<file path="config.mk">
export PLATFORM = sky130hd
export DESIGN_NAME = data_mem_arbiter
export DESIGN_NICKNAME = d
export VERILOG_FILES = /design/src/rtl/data_mem_arbiter.sv
export SDC_FILE = /design/constraint.sdc
export NUM_CORES = 1
export LEC_CHECK = 0
export BUFFER_PORTS_ARGS = -buffer_cell sky130_fd_sc_hd__buf_2
export CORE_AREA = 8 8 115 117
export CTS_CLUSTER_SIZE = 20
export DETAILED_ROUTE_END_ITERATION = 8
export DIE_AREA = 0 0 123 125
export PLACE_DENSITY_LB_ADDON = 0.08
export RECOVER_POWER = 100
export SYNTH_ARGS = -nofsm -noshare
export SYNTH_HDL_FRONTEND = slang
export SYNTH_SLANG_ARGS = --single-unit
</file>
<file path="constraint.sdc">
create_clock -name clk_i -period 1.35 [get_ports clk_i]
set_input_delay 0.0675 -clock clk_i [delete_from_list [all_inputs] [get_ports clk_i]]
set_output_delay 0.0675 -clock clk_i [all_outputs]
set_load 0.02 [all_outputs]
</file>
<file path="src/rtl/data_mem_arbiter.sv">
// data_mem_arbiter: round-robin arbiter and stall generator placing two masters
// (m0 = core LSU, m1 = auxiliary DMA/debug) in front of one synchronous
// single-port data memory. Each master sees the core stall protocol: stall is
// high while its access is pending and low for exactly the completion cycle.
module data_mem_arbiter #(
  parameter int ADDR_W = 32,
  parameter int DATA_W = 32
) (
  input  logic                  clk_i,
  input  logic                  rst_i,
  input  logic                  m0_req_i,
  input  logic                  m0_we_i,
  input  logic [ADDR_W-1:0]     m0_addr_i,
  input  logic [DATA_W-1:0]     m0_wdata_i,
  input  logic [DATA_W/8-1:0]   m0_be_i,
  output logic                  m0_stall_o,
  output logic [DATA_W-1:0]     m0_rdata_o,
  input  logic                  m1_req_i,
  input  logic                  m1_we_i,
  input  logic [ADDR_W-1:0]     m1_addr_i,
  input  logic [DATA_W-1:0]     m1_wdata_i,
  input  logic [DATA_W/8-1:0]   m1_be_i,
  output logic                  m1_stall_o,
  output logic [DATA_W-1:0]     m1_rdata_o,
  output logic                  mem_req_o,
  output logic                  mem_we_o,
  output logic [ADDR_W-1:0]     mem_addr_o,
  output logic [DATA_W-1:0]     mem_wdata_o,
  output logic [DATA_W/8-1:0]   mem_be_o,
  input  logic [DATA_W-1:0]     mem_rdata_i
);

  // BUSYx means master x's access was issued last cycle and completes now.
  typedef enum logic [1:0] {
    IDLE  = 2'd0,
    BUSY0 = 2'd1,
    BUSY1 = 2'd2
  } state_t;

  state_t state_r;
  logic   rr_r;
  logic   gnt0_s;
  logic   gnt1_s;

  // Grant selection: a master is never granted in its own completion cycle,
  // which is what makes continuous contention alternate cleanly.
  always_comb begin
    gnt0_s = 1'b0;
    gnt1_s = 1'b0;
    if (rst_i) begin
      gnt0_s = 1'b0;
      gnt1_s = 1'b0;
    end else begin
      case (state_r)
        IDLE: begin
          if (m0_req_i && m1_req_i) begin
            gnt0_s = ~rr_r;
            gnt1_s = rr_r;
          end else begin
            gnt0_s = m0_req_i;
            gnt1_s = m1_req_i;
          end
        end
        BUSY0:   gnt1_s = m1_req_i;
        BUSY1:   gnt0_s = m0_req_i;
        default: begin
          gnt0_s = 1'b0;
          gnt1_s = 1'b0;
        end
      endcase
    end
  end

  // State and round-robin pointer: the master just granted loses the next tie.
  always_ff @(posedge clk_i) begin
    if (rst_i) begin
      state_r <= IDLE;
      rr_r    <= 1'b0;
    end else if (gnt0_s) begin
      state_r <= BUSY0;
      rr_r    <= 1'b1;
    end else if (gnt1_s) begin
      state_r <= BUSY1;
      rr_r    <= 1'b0;
    end else begin
      state_r <= IDLE;
    end
  end

  // Memory request mux: granted master's fields, all-zero when nothing issues.
  always_comb begin
    mem_req_o   = 1'b0;
    mem_we_o    = 1'b0;
    mem_addr_o  = '0;
    mem_wdata_o = '0;
    mem_be_o    = '0;
    if (gnt0_s) begin
      mem_req_o   = 1'b1;
      mem_we_o    = m0_we_i;
      mem_addr_o  = m0_addr_i;
      mem_wdata_o = m0_wdata_i;
      mem_be_o    = m0_be_i;
    end else if (gnt1_s) begin
      mem_req_o   = 1'b1;
      mem_we_o    = m1_we_i;
      mem_addr_o  = m1_addr_i;
      mem_wdata_o = m1_wdata_i;
      mem_be_o    = m1_be_i;
    end else begin
      mem_req_o   = 1'b0;
    end
  end

  // Stall: low only in the owning master's completion cycle; reset cancels an
  // in-flight completion so the dropped access never appears to finish.
  always_comb begin
    m0_stall_o = m0_req_i & (rst_i | (state_r != BUSY0));
    m1_stall_o = m1_req_i & (rst_i | (state_r != BUSY1));
  end

  // Read data is broadcast; only the completing master samples it.
  always_comb begin
    m0_rdata_o = mem_rdata_i;
    m1_rdata_o = mem_rdata_i;
  end

endmodule
</file>
==> results of run 1 <==
[final timing paths]
kind	from	endpoint	slack, ps
worst max-delay path	state_r[0]	mem_wdata_o[28]	-310
worst min register to register	rr_r	rr_r	490
worst min-delay path	rst_i	rr_r	90
worst max register to register	state_r[0]	rr_r	140
[power by group through the flow]
stage / logic, uW / registers, uW / clock network [uW]
finish: 1100 / 102 / 465
global route: 1170 / 103 / 485
CTS: 1120 / 102 / 472
detailed placement: 884 / 102 / 0
global placement: 894 / 102 / 0
floorplan: 746 / 101 / 0
[what timing repair did]
| item | in CTS | in global routing |
|---|---|---|
| pin swaps | 2 | 1 |
| setup endpoints to repair | 70 | 70 |
| endpoints found under the hold margin | 0 | 0 |
| gates cloned | 2 | 0 |
| gates resized for setup | 129 | 2 |
| setup buffers | 2 | 0 |
| hold buffers | 0 | 0 |
[cell usage after synthesis, drive strengths merged]
cell type	count
nand2b	1
a311oi	1
o211a	1
a21boi	1
o31a	1
a22o	69
buf	73
a211oi	1
dfxtp	3
or2	1
inv	2
clkbuf	6
nor2	1
[layout by cell type (no fill, tap or decap), types with 2 or more instances in the layout]
| cell type | netlist | final |
|---|---|---|
| buf_2 | 2 | 141 |
| buf_12 | 0 | 4 |
| buf_6 | 7 | 56 |
| dfxtp_2 | 0 | 2 |
| a22o_1 | 60 | 60 |
| inv_1 | 2 | 2 |
| buf_4 | 64 | 20 |
| a22o_2 | 9 | 9 |
| clkbuf_16 | 0 | 3 |
| buf_16 | 0 | 2 |
| clkbuf_1 | 6 | 3 |
[flip-flops by register name, summed over array words and instances, names as in the netlist]
signal,count
rr_r,1
state_r,2
[layer usage]
layer | global-route usage (%) | vias up | routed length [um]
li1 | - | 851 | -
met1 | 7.84 | 785 | 2360
met2 | 17.7 | 148 | 4020
met3 | 3.60 | 25 | 1110
met4 | 3.90 | 0 | 242
met5 | 0 | - | 0
[per-stage QoR]
step / cells / worst slack (ps) / area [um2] / util, % / hold slack, ps
after detailed placement: 450 / -161 / 2130 / 18.3 / 135
after CTS: 458 / -309 / 2670 / 23.0 / 87.6
final: 458 / -306 / 2670 / 23.0 / 86.4
after global routing: 458 / -389 / 2670 / 23.0 / 98.1
after floorplan: 161 / -42.8 / 1360 / - / 140
after global placement: 450 / -163 / 2130 / 18.3 / 135
[logic make-up (layout without fill, tap and decap cells)]
| logic type | count (synthesis) | after routing | share of synthesized area [%] |
|---|---|---|---|
| AND/OR/NAND/NOR | 3 | 3 | 1.75 |
| buffers and inverters | 81 | 231 | 44.1 |
| flip-flops | 3 | 3 | 4.42 |
| AO/OA/AOI/OAI | 74 | 74 | 49.8 |
[worst max-delay path, stage by stage (launching register included)]
cell and delay, ps:
dfxtp_2 300, nand2b_4 150, a311oi_4 240, buf_6 180, buf_12 160, a22o_1 190, buf_6 130
[layout make-up]
| type | instances | area, um2 |
|---|---|---|
| repair buffers | 225 | 1630 |
| flip-flops and latches | 3 | 62.6 |
| multi-input cells | 77 | 708 |
| well taps | 147 | 184 |
| fillers | 1267 | 8940 |
| clock buffers | 4 | 78.8 |
| inverters | 2 | 7.51 |
==> key figures, run 1 <==
Run status
  • Status: finished with violations
  • Failing checks: setup timing

Global routing
  • GR Overflow Total: 0
  • First-pass GRT wire length: about 11000 um
  • Total GRT Usage: under 10%
  • Initial antenna violation count: 0
  • Largest net degree at the start of global routing: 28
  • Vias in the first global route: 2074

Floorplan
  • Core box area: 0.0116 mm2
  • I/O pin count: 310
  • Die Y: between 100 and 150 um
  • Die ar.: between 0.015 and 0.02 mm2
  • Starting Density: 11.7%
  • Chip width: 123 um
  • Rows: 40

Flow run
  • Maxcap violations: 0

Logic synthesis
  • Top cells by area, synth: a22o_1 39%, buf_4 35%, a22o_2 6.6%, buf_6 5.8%, dfxtp_1 4.4%
  • Syn_area_per_cell: roughly 8.4 um2
  • Largest area contributor in the netlist: a22o_1
  • Seq/Total Area, Yosys: 4.42%
  • Yosys Warn Count: 0
  • Syn Inst Count: ~160
  • Yosys reg bits: 3
  • Syn nets: ~340
  • Synth cell types: 16
  • Top cell type's share of synthesized area: between 30% and 40%
  • Mapped Area: roughly 0.0014 mm2

CTS
  • CTS tree: yes
  • Clock Tree Buf Depth: 2
  • H-tree depth: 1
  • Clk_lat worst skew: approximately 220 ps
  • CTS Buf Count: 3
  • TritonCTS Sinks: 3
  • Worst-path clk slew: around 30 ps
  • Root Driver: clkbuf_16

Detailed routing
  • Via count: 1809
  • DRC Markers: 0
  • Vias/cell: approximately 4
  • WL per Instance: roughly 17 um
  • DRT iter0 DRCs: 25
  • Pre-Repair DR Iteration Count: 4
  • Wirelength, routed: around 7700 um
  • Final ANT Viol Nets: 0

STA
  • Endpoints failing hold: 0
  • Fmax: about 600 MHz
  • Fin. max-slew vios: 0
  • Setup TNS: -18380 ps
  • Setup ws final: -306 ps
  • # setup viols final: 70
  • Period utilisation layout: 123%
  • Minimum clock period: 1660 ps
  • Least-Margin Pin Slew: between 200 and 300 ps
  • RSZ-0062 raised after global routing: yes
  • Relative slew slack: ~82%
  • Skew final: 0.243 ps

Place
  • Post-DP HPWL: 6240 um
  • Buffers on Ports: between 200 and 250
  • GPL Wtd Cong: between 0.7 and 0.8

Hold path
  • Hold depth: 2
  • Worst hold path class: primary input to flip-flop

Power and ir drop
  • Share of power burned in registers: about 6%
  • Sw frac: a little over a third
  • Peak supply drop: 0.400 mV
  • Switching pwr: around 590 uW
  • Power share of the combinational group: around two thirds
  • Power, Total: 1670 uW
  • Lkg Pwr: 0.00141 uW
  • Int Power: about 1100 uW
  • Clock Power Share: between 20% and 30%
  • Pwr dens: 624 mW/mm2

Critical path
  • Crit Path Category: flip-flop to primary output
  • R2r worst-path depth: 4
  • Kind of end point of the critical path: primary output
  • Data required, critical path: between 1000 and 1500 ps
  • CP max FO: 20
  • Worst EP arrival: between 1500 and 2000 ps
  • Startpoint Class: flip-flop

Cells and area
  • Layout Area Growth over Synthesis: 96.3%
  • Ant. Diodes: 0
  • Layout cell share with drive strength beyond 1: just under 80%
  • Final nets: 486
Power figures use the tool's default switching activity.
==> inputs of run 2 (changes only) <==
Settings changed: RECOVER_POWER 100 to 50.
==> key figures, run 2 (synthesis gave the netlist of run 1 again) <==
STA
  • Setup ws final: -307 ps (-0.774 ps)
  • Endpoints failing hold: 0 (unchanged)
  • Fin. max-slew vios: 0 (unchanged)
  • # setup viols final: 70 (unchanged)
  • Skew final: 0.243 ps (unchanged)
  • Period utilisation layout: 123% (about the same)
  • Relative slew slack: 83.2% (+0.70 points)
  • RSZ-0062 raised after global routing: yes
  • Setup TNS: -18430 ps (-51.3 ps)
  • Fmax: 603 MHz (about the same)
  • Minimum clock period: 1660 ps (+0.774 ps)
  • Least-Margin Pin Slew: 252 ps (-11.6 ps)

Cells and area
  • Area of the multi-input gates: 708 um2 (unchanged)
  • Fill cells: 1265 (-0.16%)
  • Register area: 62.6 um2 (unchanged)
  • Final cell count without fillers: 458 (unchanged)
  • Layout cell share with drive strength beyond 1: 78.5% (+0.64 points)
  • Commonest non-fill, non-tap cell in the layout: buf_2
  • Largest register FFs: 2 (unchanged)
  • Ant. Diodes: 0 (unchanged)
  • Most flop-heavy register: state_r
  • Largest registers: state_r x2, rr_r x1
  • Design Area, Final: 0.00267 mm2 (about the same)
  • Commonest non-fill, non-tap cells in the layout: 143 x buf_2, 60 x a22o_1, 56 x buf_6
  • Layout Area Growth over Synthesis: 96.5% (about the same)
  • Post-layout util: 23.0% (about the same)
  • Final nets: 486 (unchanged)

Power and ir drop
  • Switching pwr: 587 uW (-0.11%)
  • Peak supply drop: 0.400 mV (about the same)
  • Clock Power Share: 27.9% (about the same)
  • Int Power: 1080 uW (+0.10%)
  • Sw frac: 35.2% (-0.048 points)
  • Lkg Pwr: 0.00142 uW (+0.41%)
  • Power share of the combinational group: 66.0% (about the same)
  • Pwr dens: 624 mW/mm2 (about the same)
  • Share of power burned in registers: 6.1% (about the same)

Place
  • GPL Wtd Cong: 0.723 (unchanged)
  • Cell Count Post-Placement: 450 (unchanged)
  • Buffers on Ports: 213 (unchanged)
  • DP Area: 0.00213 mm2 (unchanged)
  • Post-DP HPWL: 6240 um (unchanged)

CTS
  • CTS tree: yes
  • Clk_lat worst skew: 220 ps (about the same)
  • CTS Buf Count: 3 (unchanged)
  • Worst-path clk slew: 30 ps (about the same)
  • Root Driver: clkbuf_16
  • H-tree depth: 1 (unchanged)
  • Clock Tree Buf Depth: 2 (unchanged)
  • TritonCTS Sinks: 3 (unchanged)

Critical path
  • Startpoint Class: flip-flop
  • Worst EP arrival: 1590 ps (about the same)
  • R2r worst-path depth: 4 (unchanged)
  • CP max FO: 20 (unchanged)
  • Kind of end point of the critical path: primary output
  • Data required, critical path: 1280 ps (about the same)
  • Crit Path Category: flip-flop to primary output

Floorplan
  • Die ar.: 0.0154 mm2 (unchanged)
  • Chip width: 123 um (unchanged)
  • Core box area: 0.0116 mm2 (unchanged)
  • Starting Density: 11.7% (unchanged)
  • Die Y: 125 um (unchanged)
  • Rows: 40 (unchanged)
  • I/O pin count: 310 (unchanged)

Hold path
  • Hold depth: 2 (unchanged)
  • Worst hold path class: primary input to flip-flop

Global routing
  • First-pass GRT wire length: 11000 um (unchanged)
  • Vias in the first global route: 2074 (unchanged)
  • GR Overflow Total: 0 (unchanged)
  • Largest net degree at the start of global routing: 28 (unchanged)
  • Total GRT Usage: 9.09% (unchanged)
  • Initial antenna violation count: 0 (unchanged)

Detailed routing
  • DRC Markers: 0 (unchanged)
  • WL per Instance: 16.9 um (about the same)
  • Wirelength, routed: 7720 um (about the same)
  • Vias/cell: 3.95 (-0.11%)
  • Pre-Repair DR Iteration Count: 4 (unchanged)
  • Final ANT Viol Nets: 0 (unchanged)
  • Via count: 1807 (-0.11%)
  • DRT iter0 DRCs: 25 (unchanged)

Run status
  • Status: finished with violations
  • Failing checks: setup timing

Flow run
  • Maxcap violations: 0 (unchanged)
[run 2: cell types whose count changed in the layout (fill, tap and decap cells not counted)]
cell	delta
buf_2	+2
clkbuf_1	-2
[run 2: power by group through the flow]
stage / combinational, uW / clock [uW] / sequential, uW
after global placement: 894 / 0 / 102
after floorplan: 746 / 0 / 101
after detailed placement: 884 / 0 / 102
after CTS: 1120 / 472 / 102
after global routing: 1170 / 485 / 103
final: 1100 / 465 / 102
[run 2: stage by stage]
stage	setup WS [ps]	power (uW)	hold slack (ps)
finish	-307	1670	84.6
CTS	-309	1690	87.6
floorplan	-42.8	847	140
detailed placement	-161	986	135
global route	-389	1760	98.1
global placement	-163	996	135
[run 2: worst paths after layout]
path / startpoint / slack (ps) / end
setup / recovery: state_r[0] / -310 / mem_wdata_o[28]
hold / removal: rst_i / 80 / rr_r
setup reg to reg: state_r[0] / 140 / rr_r
hold reg to reg: rr_r / 490 / rr_r
[run 2: layer usage]
layer	share of wire (%)	GRT usage [%]	vias up
li1	-	-	851
met1	31	7.84	785
met2	52	17.7	146
met3	14	3.60	25
met4	3.1	3.90	0
met5	0	0	-
[run 2: timing repair]
action                                  in CTS  in global routing
endpoints found under the setup margin      70                 70
hold buffers                                 0                  0
gates resized for setup                    129                  2
gates cloned                                 2                  0
pin swaps                                    2                  1
buffers inserted                             2                  0
[run 2: worst max-delay path, stage by stage (launching register included)]
cell	delay, ps
dfxtp_2	300
nand2b_4	150
a311oi_4	240
buf_6	180
buf_12	160
a22o_1	190
buf_6	130
[run 2: cell type report]
class	count	share of cell area, %
flip-flops and latches	3	2.34
well taps	147	6.88
inverters	2	0.281
multi-input cells	77	26.5
repair buffers	225	61.0
clock buffers	4	2.95
